File: config.mk
export PLATFORM = sky130hd
export DESIGN_NAME = sram_bist_ctrl
export DESIGN_NICKNAME = d
export VERILOG_FILES = /design/src/rtl/sram_bist_ctrl.sv
export SDC_FILE = /design/constraint.sdc
export NUM_CORES = 1
export LEC_CHECK = 0
export ABC_AREA = 1
export CAP_MARGIN = 5
export CELL_PAD_IN_SITES_DETAIL_PLACEMENT = 2
export CELL_PAD_IN_SITES_GLOBAL_PLACEMENT = 2
export CORE_UTILIZATION = 28
export DETAILED_ROUTE_END_ITERATION = 6
export PLACE_DENSITY_LB_ADDON = 0.1
export SLEW_MARGIN = 20
export SYNTH_ARGS = -nofsm -noshare
export SYNTH_HDL_FRONTEND = slang
export SYNTH_SLANG_ARGS = --single-unit
File: constraint.sdc
create_clock -name clk -period 5.87 [get_ports clk]
set_input_delay 1.174 -clock clk [delete_from_list [all_inputs] [get_ports clk]]
set_output_delay 1.174 -clock clk [all_outputs]
set_load 0.05 [all_outputs]
File: src/rtl/sram_bist_ctrl.sv
// March-style write/readback BIST for a single-port sync SRAM.
// Writes seed+addr everywhere, reads back, counts and locates mismatches.
module sram_bist_ctrl #(
  parameter int ADDR_W   = 7,
  parameter int DATA_W   = 16,
  parameter int DEPTH    = 128,
  parameter int READ_LAT = 1
) (
  input  logic              clk,
  input  logic              rst,
  input  logic              start,
  input  logic [DATA_W-1:0] seed,
  output logic              mem_cen,
  output logic              mem_wen,
  output logic [ADDR_W-1:0] mem_addr,
  output logic [DATA_W-1:0] mem_din,
  input  logic [DATA_W-1:0] mem_dout,
  output logic              busy,
  output logic              done,
  output logic              pass,
  output logic [7:0]        err_count,
  output logic [ADDR_W-1:0] first_err_addr
);

  typedef enum logic [2:0] {
    IDLE, WRITE, READ, DRAIN, DONE
  } state_t;

  localparam logic [ADDR_W-1:0] LAST_A = ADDR_W'(DEPTH - 1);
  localparam logic [ADDR_W-1:0] LAST_D = ADDR_W'(READ_LAT - 1);

  state_t state, state_d;
  logic [ADDR_W-1:0] cnt, cnt_d;
  logic [DATA_W-1:0] seed_q, seed_d;
  logic go;

  logic              cen_d, wen_d, busy_d, done_d, pass_d;
  logic [ADDR_W-1:0] addr_d, first_d;
  logic [DATA_W-1:0] din_d;
  logic [7:0]        err_d;

  logic [READ_LAT-1:0] pv;
  logic [DATA_W-1:0]   pexp  [READ_LAT];
  logic [ADDR_W-1:0]   paddr [READ_LAT];
  logic                mism;

  assign go = (state == IDLE) && start;

  always_ff @(posedge clk) begin
    if (rst) begin
      state <= IDLE;
      cnt   <= '0;
    end else begin
      state <= state_d;
      cnt   <= cnt_d;
    end
  end

  always_comb begin
    state_d = state;
    cnt_d   = cnt;
    unique case (state)
      IDLE: begin
        cnt_d = '0;
        if (start) state_d = WRITE;
      end
      WRITE: begin
        if (cnt == LAST_A) begin
          state_d = READ;
          cnt_d   = '0;
        end else begin
          cnt_d = cnt + ADDR_W'(1);
        end
      end
      READ: begin
        if (cnt == LAST_A) begin
          state_d = DRAIN;
          cnt_d   = '0;
        end else begin
          cnt_d = cnt + ADDR_W'(1);
        end
      end
      DRAIN: begin
        if (cnt == LAST_D) begin
          state_d = DONE;
          cnt_d   = '0;
        end else begin
          cnt_d = cnt + ADDR_W'(1);
        end
      end
      DONE: begin
        state_d = IDLE;
        cnt_d   = '0;
      end
      default: begin
        state_d = IDLE;
        cnt_d   = '0;
      end
    endcase
  end

  // Pin values are decoded from the next state so they land registered.
  always_comb begin
    seed_d = go ? seed : seed_q;
    cen_d  = 1'b1;
    wen_d  = 1'b1;
    addr_d = '0;
    din_d  = '0;
    unique case (state_d)
      WRITE: begin
        cen_d  = 1'b0;
        wen_d  = 1'b0;
        addr_d = cnt_d;
        din_d  = seed_d + DATA_W'(cnt_d);
      end
      READ: begin
        cen_d  = 1'b0;
        addr_d = cnt_d;
      end
      default: begin
        cen_d = 1'b1;
      end
    endcase
    busy_d = (state_d != IDLE);
    done_d = (state_d == DONE);

    mism = pv[READ_LAT-1] &&
           (mem_dout != pexp[READ_LAT-1]);
    err_d   = err_count;
    first_d = first_err_addr;
    if (go) begin
      err_d   = '0;
      first_d = '0;
    end else if (mism) begin
      if (err_count != 8'hFF) err_d = err_count + 8'd1;
      if (err_count == 8'd0) first_d = paddr[READ_LAT-1];
    end
    pass_d = pass;
    if (go) pass_d = 1'b0;
    else if (state_d == DONE) pass_d = (err_d == 8'd0);
  end

  always_ff @(posedge clk) begin
    if (rst) begin
      seed_q         <= '0;
      mem_cen        <= 1'b1;
      mem_wen        <= 1'b1;
      mem_addr       <= '0;
      mem_din        <= '0;
      busy           <= 1'b0;
      done           <= 1'b0;
      pass           <= 1'b0;
      err_count      <= '0;
      first_err_addr <= '0;
    end else begin
      seed_q         <= seed_d;
      mem_cen        <= cen_d;
      mem_wen        <= wen_d;
      mem_addr       <= addr_d;
      mem_din        <= din_d;
      busy           <= busy_d;
      done           <= done_d;
      pass           <= pass_d;
      err_count      <= err_d;
      first_err_addr <= first_d;
    end
  end

  // Expected data trails each read issue by READ_LAT cycles.
  always_ff @(posedge clk) begin
    if (rst) begin
      pv <= '0;
    end else begin
      pv[0] <= (state == READ);
      for (int i = 1; i < READ_LAT; i++) pv[i] <= pv[i-1];
    end
  end

  always_ff @(posedge clk) begin
    pexp[0]  <= seed_q + DATA_W'(mem_addr);
    paddr[0] <= mem_addr;
    for (int i = 1; i < READ_LAT; i++) begin
      pexp[i]  <= pexp[i-1];
      paddr[i] <= paddr[i-1];
    end
  end

endmodule

==> metrics.sh, run 1 <==
RUN_STATUS='finished, final reports clean'
AVGSYNTHCELLAREA_UM2=7.38
FMAX_MHz=243
TIMING_WORST_SLEW_PIN_VALUE_NS=0.960
WARNING_COUNT_FROM_THE_YOSYS_RUN=0
ROUTE.VIAS.TOTAL=3954
NUMBER_OF_STANDARD_CELLS_AFTER_SYNTHESIS=597
MOST-COMMON-LAYOUT-CELLS='110 x sky130_fd_sc_hd__nand2_1, 104 x sky130_fd_sc_hd__inv_1, 93 x sky130_fd_sc_hd__dfxtp_1'
MAX_CAP_VIOL_COUNT=0
LAYOUT-DRIVE-GT1-SHARE_PCT=8.10
CLOCK_TREE.HTREE_LEVEL_COUNT=3
FINCLKSKEW_NS=0.00760
POST_DRT_WL_PER_CELL_UM=14.7
SYNTH.NET_COUNT=652
CRITICAL_PATH.STARTPOINT_TYPE='primary input'
VIASPERCELL=4.44
REPORT.FINAL.SLEW_VIOL_COUNT=0
POST-CTS-SETUP-BUFFERS=0
HOLDWS_NS=0.378
WIDTH_OF_THE_DIE_UM=127
POWER.STATIC_LEAKAGE_nW=2.53
LAYOUT.CELLS.MOST_COMMON='sky130_fd_sc_hd__nand2_1'
DETAIL-ROUTE-ANTENNA-NETS=0
CORE_REGION_AREA_UM2=15300
WORSTSETUPPATHTYPE='in -> reg'
GRT_MAX_DEGREE=41
TRITONCTS_CLOCK_TREE='done'
GLOBALROUTETOTALUTIL_PCT=17.4
FINALWIRELENGTH_MM=13.1
DOMINANT_CELL_TYPE_BY_AREA_AFTER_SYNTHESIS='sky130_fd_sc_hd__dfxtp_1'
FINAL_NET_COUNT=729
GRT-OVFL-TOTAL=0
PLACE_HPWL_MM=10.4
GRT_PASS1_VIAS=4321
RSZ_0062_RAISED_AFTER_GLOBAL_ROUTING='false'
PLACE_CONGESTION=0.772
WORST_SETUP_PATH_END_KIND='flop'
ROW_COUNT=45
CTS_NUM_SINKS=93
YS_SEQ_AREA_SHARE_PCT=42.3
LAYOUT.CORE_UTILIZATION_PCT=37.1
SYNTH_TOP_AREA_SHARE_PCT=42.3
SYNTH-SEQ-CELLS=93
SETUP_TOTAL_NEGATIVE_SLACK_NS=0
FLOORPLAN_DIE_HEIGHT_UM=127
DETAIL_ROUTE.FIRST_PASS.ITERATIONS=4
INITIALDRTVIOLATIONCOUNT=86
CLK_PATH_BUF_DEPTH=2
CRITICAL_PATH_REQUIRED_NS=6.11
CTS_MADE_BUFFERS=9
VDD_DROP_MAX_mV=0.121
HOLD_VIOLATION_TOTAL_FROM_THE_FINAL_REPORT=0
CELLPOWERDENSITY_nW_PER_UM2=257
CRIT_PATH_MAX_FANOUT=38
MAX_SLEW_MARGIN_PCT=35.7
CLOCK_LATENCY_NS=0.35
SETUP_VIOL_COUNT_FINAL=0
WORSTHOLDPATHTYPE='reg -> reg'
CTSRESIZECOUNT=0
GRT_PASS1_WL_MM=21.7
SYNTHESIS.AREA_UM2=4410
LAYOUT_MIN_CYCLE_TIME_NS=4.11
ANTENNA_CELLS_INSERTED=0
LAYOUT-AREA-OVERHEAD-VS-SYNTH_PCT=28.3
TIMING.FINAL.CRIT_SHARE_PCT=70.0
INITIAL_ANTENNA_VIOLATION_COUNT=0
CLKTRANSATPATHREGS_NS=0.07
FP.DIEAREA_UM2=16200
CTS_ROOT_BUF='sky130_fd_sc_hd__clkbuf_16'
HOLDBUFCOUNTCTS=0
FLOORPLAN.INITIALDENSITY_PCT=28.9
SYNTHDISTINCTLIBCELLS=42
IO-PIN-COUNT=78
CP.ARRIVAL_NS=4.35
ROUTE.DETAILED.DRC=0
PORTBUFFERS=77
SYNTH.AREA.TOP_CELLS='sky130_fd_sc_hd__dfxtp_1 42%, sky130_fd_sc_hd__nand2_1 9.4%, sky130_fd_sc_hd__inv_1 8.9%'
-- critical path, stage by stage --
cell	delay (ns)
sky130_fd_sc_hd__clkdlybuf4s50_1	0.50
sky130_fd_sc_hd__nand4_4	0.52
sky130_fd_sc_hd__nand2_1	0.21
sky130_fd_sc_hd__o21ai_0	0.15
sky130_fd_sc_hd__ha_1	0.26
sky130_fd_sc_hd__fa_1	0.41
sky130_fd_sc_hd__nand3_1	0.09
sky130_fd_sc_hd__nand3_1	0.10
sky130_fd_sc_hd__nand2_1	0.08
sky130_fd_sc_hd__nand2_1	0.05
sky130_fd_sc_hd__a21oi_1	0.18
sky130_fd_sc_hd__nor2_1	0.10
sky130_fd_sc_hd__nor2_1	0.18
sky130_fd_sc_hd__nor2_4	0.06
sky130_fd_sc_hd__nand4_2	0.08
sky130_fd_sc_hd__nand2_1	0.07
sky130_fd_sc_hd__nand2_1	0.08
sky130_fd_sc_hd__nor2_1	0.05
-- metal layers --
metal	vias to the layer above	track usage (%)	part of all wire, %
met5	-	0	0
li1	1996	-	-
met4	0	7.14	1.7
met3	15	2.30	2.1
met2	49	29.6	48
met1	1894	22.1	48
-- cell type report --
| class | instances | area (um2) |
|---|---|---|
| fill | 1781 | 9600 |
| multi-input combinational | 382 | 2050 |
| clock buffer | 11 | 253 |
| tap | 211 | 264 |
| timing repair buffer | 78 | 778 |
| inverter | 110 | 413 |
| sequential | 93 | 1860 |
| clock inverter | 5 | 33.8 |
-- kinds of logic after synthesis --
family                   synth area share (%)
AO/OA/AOI/OAI                            10.4
XOR/XNOR                                 3.38
adder cells (fa/ha/maj)                  6.02
buffers and inverters                    11.2
flip-flops                               42.3
AND/OR/NAND/NOR                          26.8
-- registers in the layout, indices dropped and copies added (netlist names) --
name	count
done	1
first_err_addr	7
pexp	16
mem_cen	1
cnt	7
busy	1
mem_din	16
pv	1
mem_addr	7
paddr	7
mem_wen	1
pass	1
err_count	8
seed_q	16
state	3
-- worst paths after layout --
| path | startpoint | end | slack, ns | cells past startpoint |
|---|---|---|---|---|
| max | start | mem_din[14]$_SDFF_PP0_ | 1.76 | 18 |
| min | mem_addr[2]$_SDFF_PP0_ | paddr[0][2]$_DFF_P_ | 0.38 | 0 |
| min reg2reg | mem_addr[2]$_SDFF_PP0_ | paddr[0][2]$_DFF_P_ | 0.38 | 0 |
| max reg2reg | cnt[4]$_SDFF_PP0_ | mem_din[14]$_SDFF_PP0_ | 2.52 | 20 |
-- per-stage QoR --
stage	area, um2	total power, mW	worst slack (ns)	instances
after CTS	5650	1.48	1.73	890
after global placement	5370	0.897	1.53	874
final	5650	1.46	1.76	890
after floorplan	4410	0.824	2.40	597
after global routing	5650	1.52	1.41	890
after detailed placement	5370	0.907	1.35	874
-- cell usage after synthesis, drive strengths merged --
master	count
nand2	112
inv	110
nor2	102
dfxtp	93
o21ai	40
nand3	33
a21oi	31
ha	18
xor2	14
buf	9
nand4	6
nor3	5
or2	4
clkbuf	3
xnor2	3
a21boi	2
fa	2
nor4	2
a211o	1
a31oi	1
nand3b	1
o211ai	1
o21a	1
o21bai	1
o31ai	1
o41ai	1
-- power breakdown --
| group | internal [mW] | leakage, nW | switching (mW) |
|---|---|---|---|
| combinational | 0.0763 | 1.63 | 0.136 |
| clock | 0.310 | 0.138 | 0.256 |
| sequential | 0.660 | 0.759 | 0.0168 |
| total | 1.05 | 2.53 | 0.409 |
Power figures use the tool's default switching activity.
==> run 2: changes to the inputs <==
Clock period 5.87 ns to 3.8 ns, I/O delays scaled along.
==> run 2 against run 1 <==
Clock-buffer cell count increased by 2; clock skew is 0.0032 ns lower; routed wire length decreased by 1.1%; first-iteration DRC count rose by 26%; global-route usage is 0.18 points lower; via count grew 0.28%; combinational power up 55%; critical path depth rose by 2; critical path type is now reg -> reg; largest cell class unchanged.
==> metrics.sh, run 2 (synthesized netlist as in run 1, its figures left out) <==
CLK_PATH_BUF_DEPTH=2  # unchanged
MAX_CAP_VIOL_COUNT=0  # unchanged
LAYOUT_MIN_CYCLE_TIME_NS=3.33
CLOCK_LATENCY_NS=0.35  # about the same
HOLD_VIOLATION_TOTAL_FROM_THE_FINAL_REPORT=0  # unchanged
POSTLAYOUTSETUPSLACKWORST_NS=0.474  # -1.29 ns
LAYOUT-DRIVE-GT1-SHARE_PCT=8.36  # +0.26 points
MOST-COMMON-LAYOUT-CELLS='110 x sky130_fd_sc_hd__nand2_1, 104 x sky130_fd_sc_hd__inv_1, 93 x sky130_fd_sc_hd__dfxtp_1'
DETAIL-ROUTE-ANTENNA-NETS=0  # unchanged
REPORT.FINAL.SLEW_VIOL_COUNT=0  # unchanged
TIMING_WORST_SLEW_PIN_VALUE_NS=0.574  # -0.386 ns
TRITONCTS_CLOCK_TREE='done'
ANTENNA_CELLS_INSERTED=0  # unchanged
DPL-INSTANCE-AREA_UM2=5390  # +0.42%
CTS_ROOT_BUF='sky130_fd_sc_hd__clkbuf_16'
INITIALDRTVIOLATIONCOUNT=108  # +26%
POSTLAYOUTCELLAREA_UM2=5700  # +0.86%
GRT.MET1_USAGE_PCT=21.4  # -0.66 points
TOP_USAGE_LAYER='met2'
RSZ_0062_RAISED_AFTER_GLOBAL_ROUTING='false'
FF2FF_SETUP_SLACK_NS=0.47  # -2.05 ns
ROUTE.VIAS.TOTAL=3965  # +0.28%
WIDTH_OF_THE_DIE_UM=127  # unchanged
WORSTHOLDPATHTYPE='reg -> reg'
CRITICAL_PATH_REQUIRED_NS=4.07  # -2.04 ns
LARGESTREGISTERS='mem_din x16, pexp x16, seed_q x16'
HOLDBUFCOUNTCTS=0  # unchanged
POWER.STATIC_LEAKAGE_nW=2.55  # +1.1%
USE_MET2_PCT=29.3  # -0.26 points
CRIT_PATH_MAX_FANOUT=4  # -89%
LAYOUT.CORE_UTILIZATION_PCT=37.4  # +0.32 points
CTSRESIZECOUNT=0  # unchanged
TIMING.FINAL.CRIT_SHARE_PCT=87.5
PLACE_HPWL_MM=10.4  # +0.63%
WORSTSETUPPATHTYPE='reg -> reg'
LAYOUT.CELLS.MOST_COMMON='sky130_fd_sc_hd__nand2_1'
FINAL_NET_COUNT=732  # +0.41%
GRT-OVFL-TOTAL=0  # unchanged
CLKTRANSATPATHREGS_NS=0.06  # about the same
CP_SLOWEST_STAGE_DELAY_NS=0.41  # -0.11 ns
GRT_PASS1_VIAS=4332  # +0.25%
PLACE_CONGESTION=0.791  # +2.4%
MAX_SLEW_MARGIN_PCT=61.6  # +26 points
IO-PIN-COUNT=78  # unchanged
VIASPERCELL=4.44  # about the same
ROW_COUNT=45  # unchanged
CP.ARRIVAL_NS=3.60  # -0.75 ns
FLOORPLAN.INITIALDENSITY_PCT=28.9  # unchanged
FINCLKSKEW_NS=0.00437  # -0.00323 ns
DETAIL_ROUTE.FIRST_PASS.ITERATIONS=4  # unchanged
PLACE_WORST_SETUP_SLACK_NS=0.258  # -1.09 ns
CLOCK_TREE.HTREE_LEVEL_COUNT=3  # unchanged
GRT_PASS1_WL_MM=21.3  # -1.9%
LAYOUT-AREA-OVERHEAD-VS-SYNTH_PCT=29.5
CTS_MADE_BUFFERS=9  # unchanged
GLOBAL_ROUTE.USAGE.MET3_PCT=3.06  # +0.75 points
FP.DIEAREA_UM2=16200  # unchanged
POST_DRT_WL_PER_CELL_UM=14.5  # -1.4%
RUN_STATUS='finished, final reports clean'
ROUTE.DETAILED.DRC=0  # unchanged
CRITICAL_PATH.STARTPOINT_TYPE='flop'
PORTBUFFERS=77  # unchanged
SETUP_VIOL_COUNT_FINAL=0  # unchanged
CTS_NUM_SINKS=93  # unchanged
TIMING.CRITICAL_PATH.SLOWEST_STAGE_CELL='sky130_fd_sc_hd__fa_1'
CORE_REGION_AREA_UM2=15300  # unchanged
FLOORPLAN_DIE_HEIGHT_UM=127  # unchanged
GRT_MAX_DEGREE=28  # -32%
SETUP_TOTAL_NEGATIVE_SLACK_NS=0  # unchanged
FINALWIRELENGTH_MM=12.9  # -1.1%
VDD_DROP_MAX_mV=0.180  # +48%
CELLPOWERDENSITY_nW_PER_UM2=406  # +58%
INITIAL_ANTENNA_VIOLATION_COUNT=0  # unchanged
WORST_SETUP_PATH_END_KIND='flop'
POST-CTS-SETUP-BUFFERS=0  # unchanged
CP_CELL_SEQUENCE='inv_1 -> ha_1 -> nand3_1 -> o211ai_1 -> nand2_1 -> a21oi_2 -> nor2_1 -> ha_1 -> fa_1 -> nand3_1 -> nand3_1 -> nand2_1 -> nand2_1 -> a21oi_1 -> nor2_1 -> nor2_1 -> nor2_4 -> nand3_1 -> nand2_1 -> a21oi_1'
GLOBALROUTETOTALUTIL_PCT=17.2  # -0.18 points
DP_CELLS=877  # +0.34%
FINALNONFILLERCELLS=893  # +0.34%
FMAX_MHz=301
-- run 2: cell count changes in the layout (fill, tap and decap cells not counted), sizes merged --
cell	previous run	this run
clkbuf	11	13
buf	1	4
inv	111	110
bufinv	0	1
clkinvlp	2	1
clkinv	2	1
-- run 2: power by group --
group          internal (mW)  switching (mW)
registers               1.02          0.0273
logic                  0.121           0.208
clock network          0.563           0.376
total                   1.70           0.611
-- run 2: through the flow --
stage / total power [mW] / hold slack (ns)
after floorplan: 1.27 / 0.443
after global placement: 1.39 / 0.375
after detailed placement: 1.40 / 0.379
after CTS: 2.36 / 0.394
after global routing: 2.43 / 0.396
final: 2.31 / 0.389
-- run 2: worst paths after layout --
kind,endpoint,startpoint,cells after the start
setup reg to reg,mem_din[12]$_SDFF_PP0_,cnt[0]$_SDFF_PP0_,20
hold / removal,paddr[0][2]$_DFF_P_,mem_addr[2]$_SDFF_PP0_,0
hold reg to reg,paddr[0][2]$_DFF_P_,mem_addr[2]$_SDFF_PP0_,0
setup / recovery,mem_din[12]$_SDFF_PP0_,cnt[0]$_SDFF_PP0_,20
-- run 2: layout make-up --
class / instances / area, um2
sequential: 93 / 1860
clock buffer: 13 / 270
fill: 1789 / 9560
timing repair buffer: 81 / 801
inverter: 110 / 413
multi-input combinational: 382 / 2050
tap: 211 / 264
clock inverter: 3 / 42.5
-- run 2: routing by layer --
metal | share of wire (%) | wire length [um]
met1 | 47 | 6120
met2 | 48 | 6240
met3 | 2.6 | 332
met4 | 1.7 | 218
met5 | 0 | 0
-- run 2: worst max-delay path, delay by kind of cell, from the launching register on --
family                     cells  cell delay, ns
adders and majority gates      3            0.80
DFF                            1            0.34
AOI/OAI and AO/OA              4            0.82
buffers and inverters          1            0.06
and+or+nand+nor               12            1.22
==> run 3: changes to the inputs <==
Settings changed: ABC_CLOCK_PERIOD_IN_PS from default to 3800.
==> results of run 3 <==
Same layout as run 2: the final DEF is identical, and so are final timing and power.
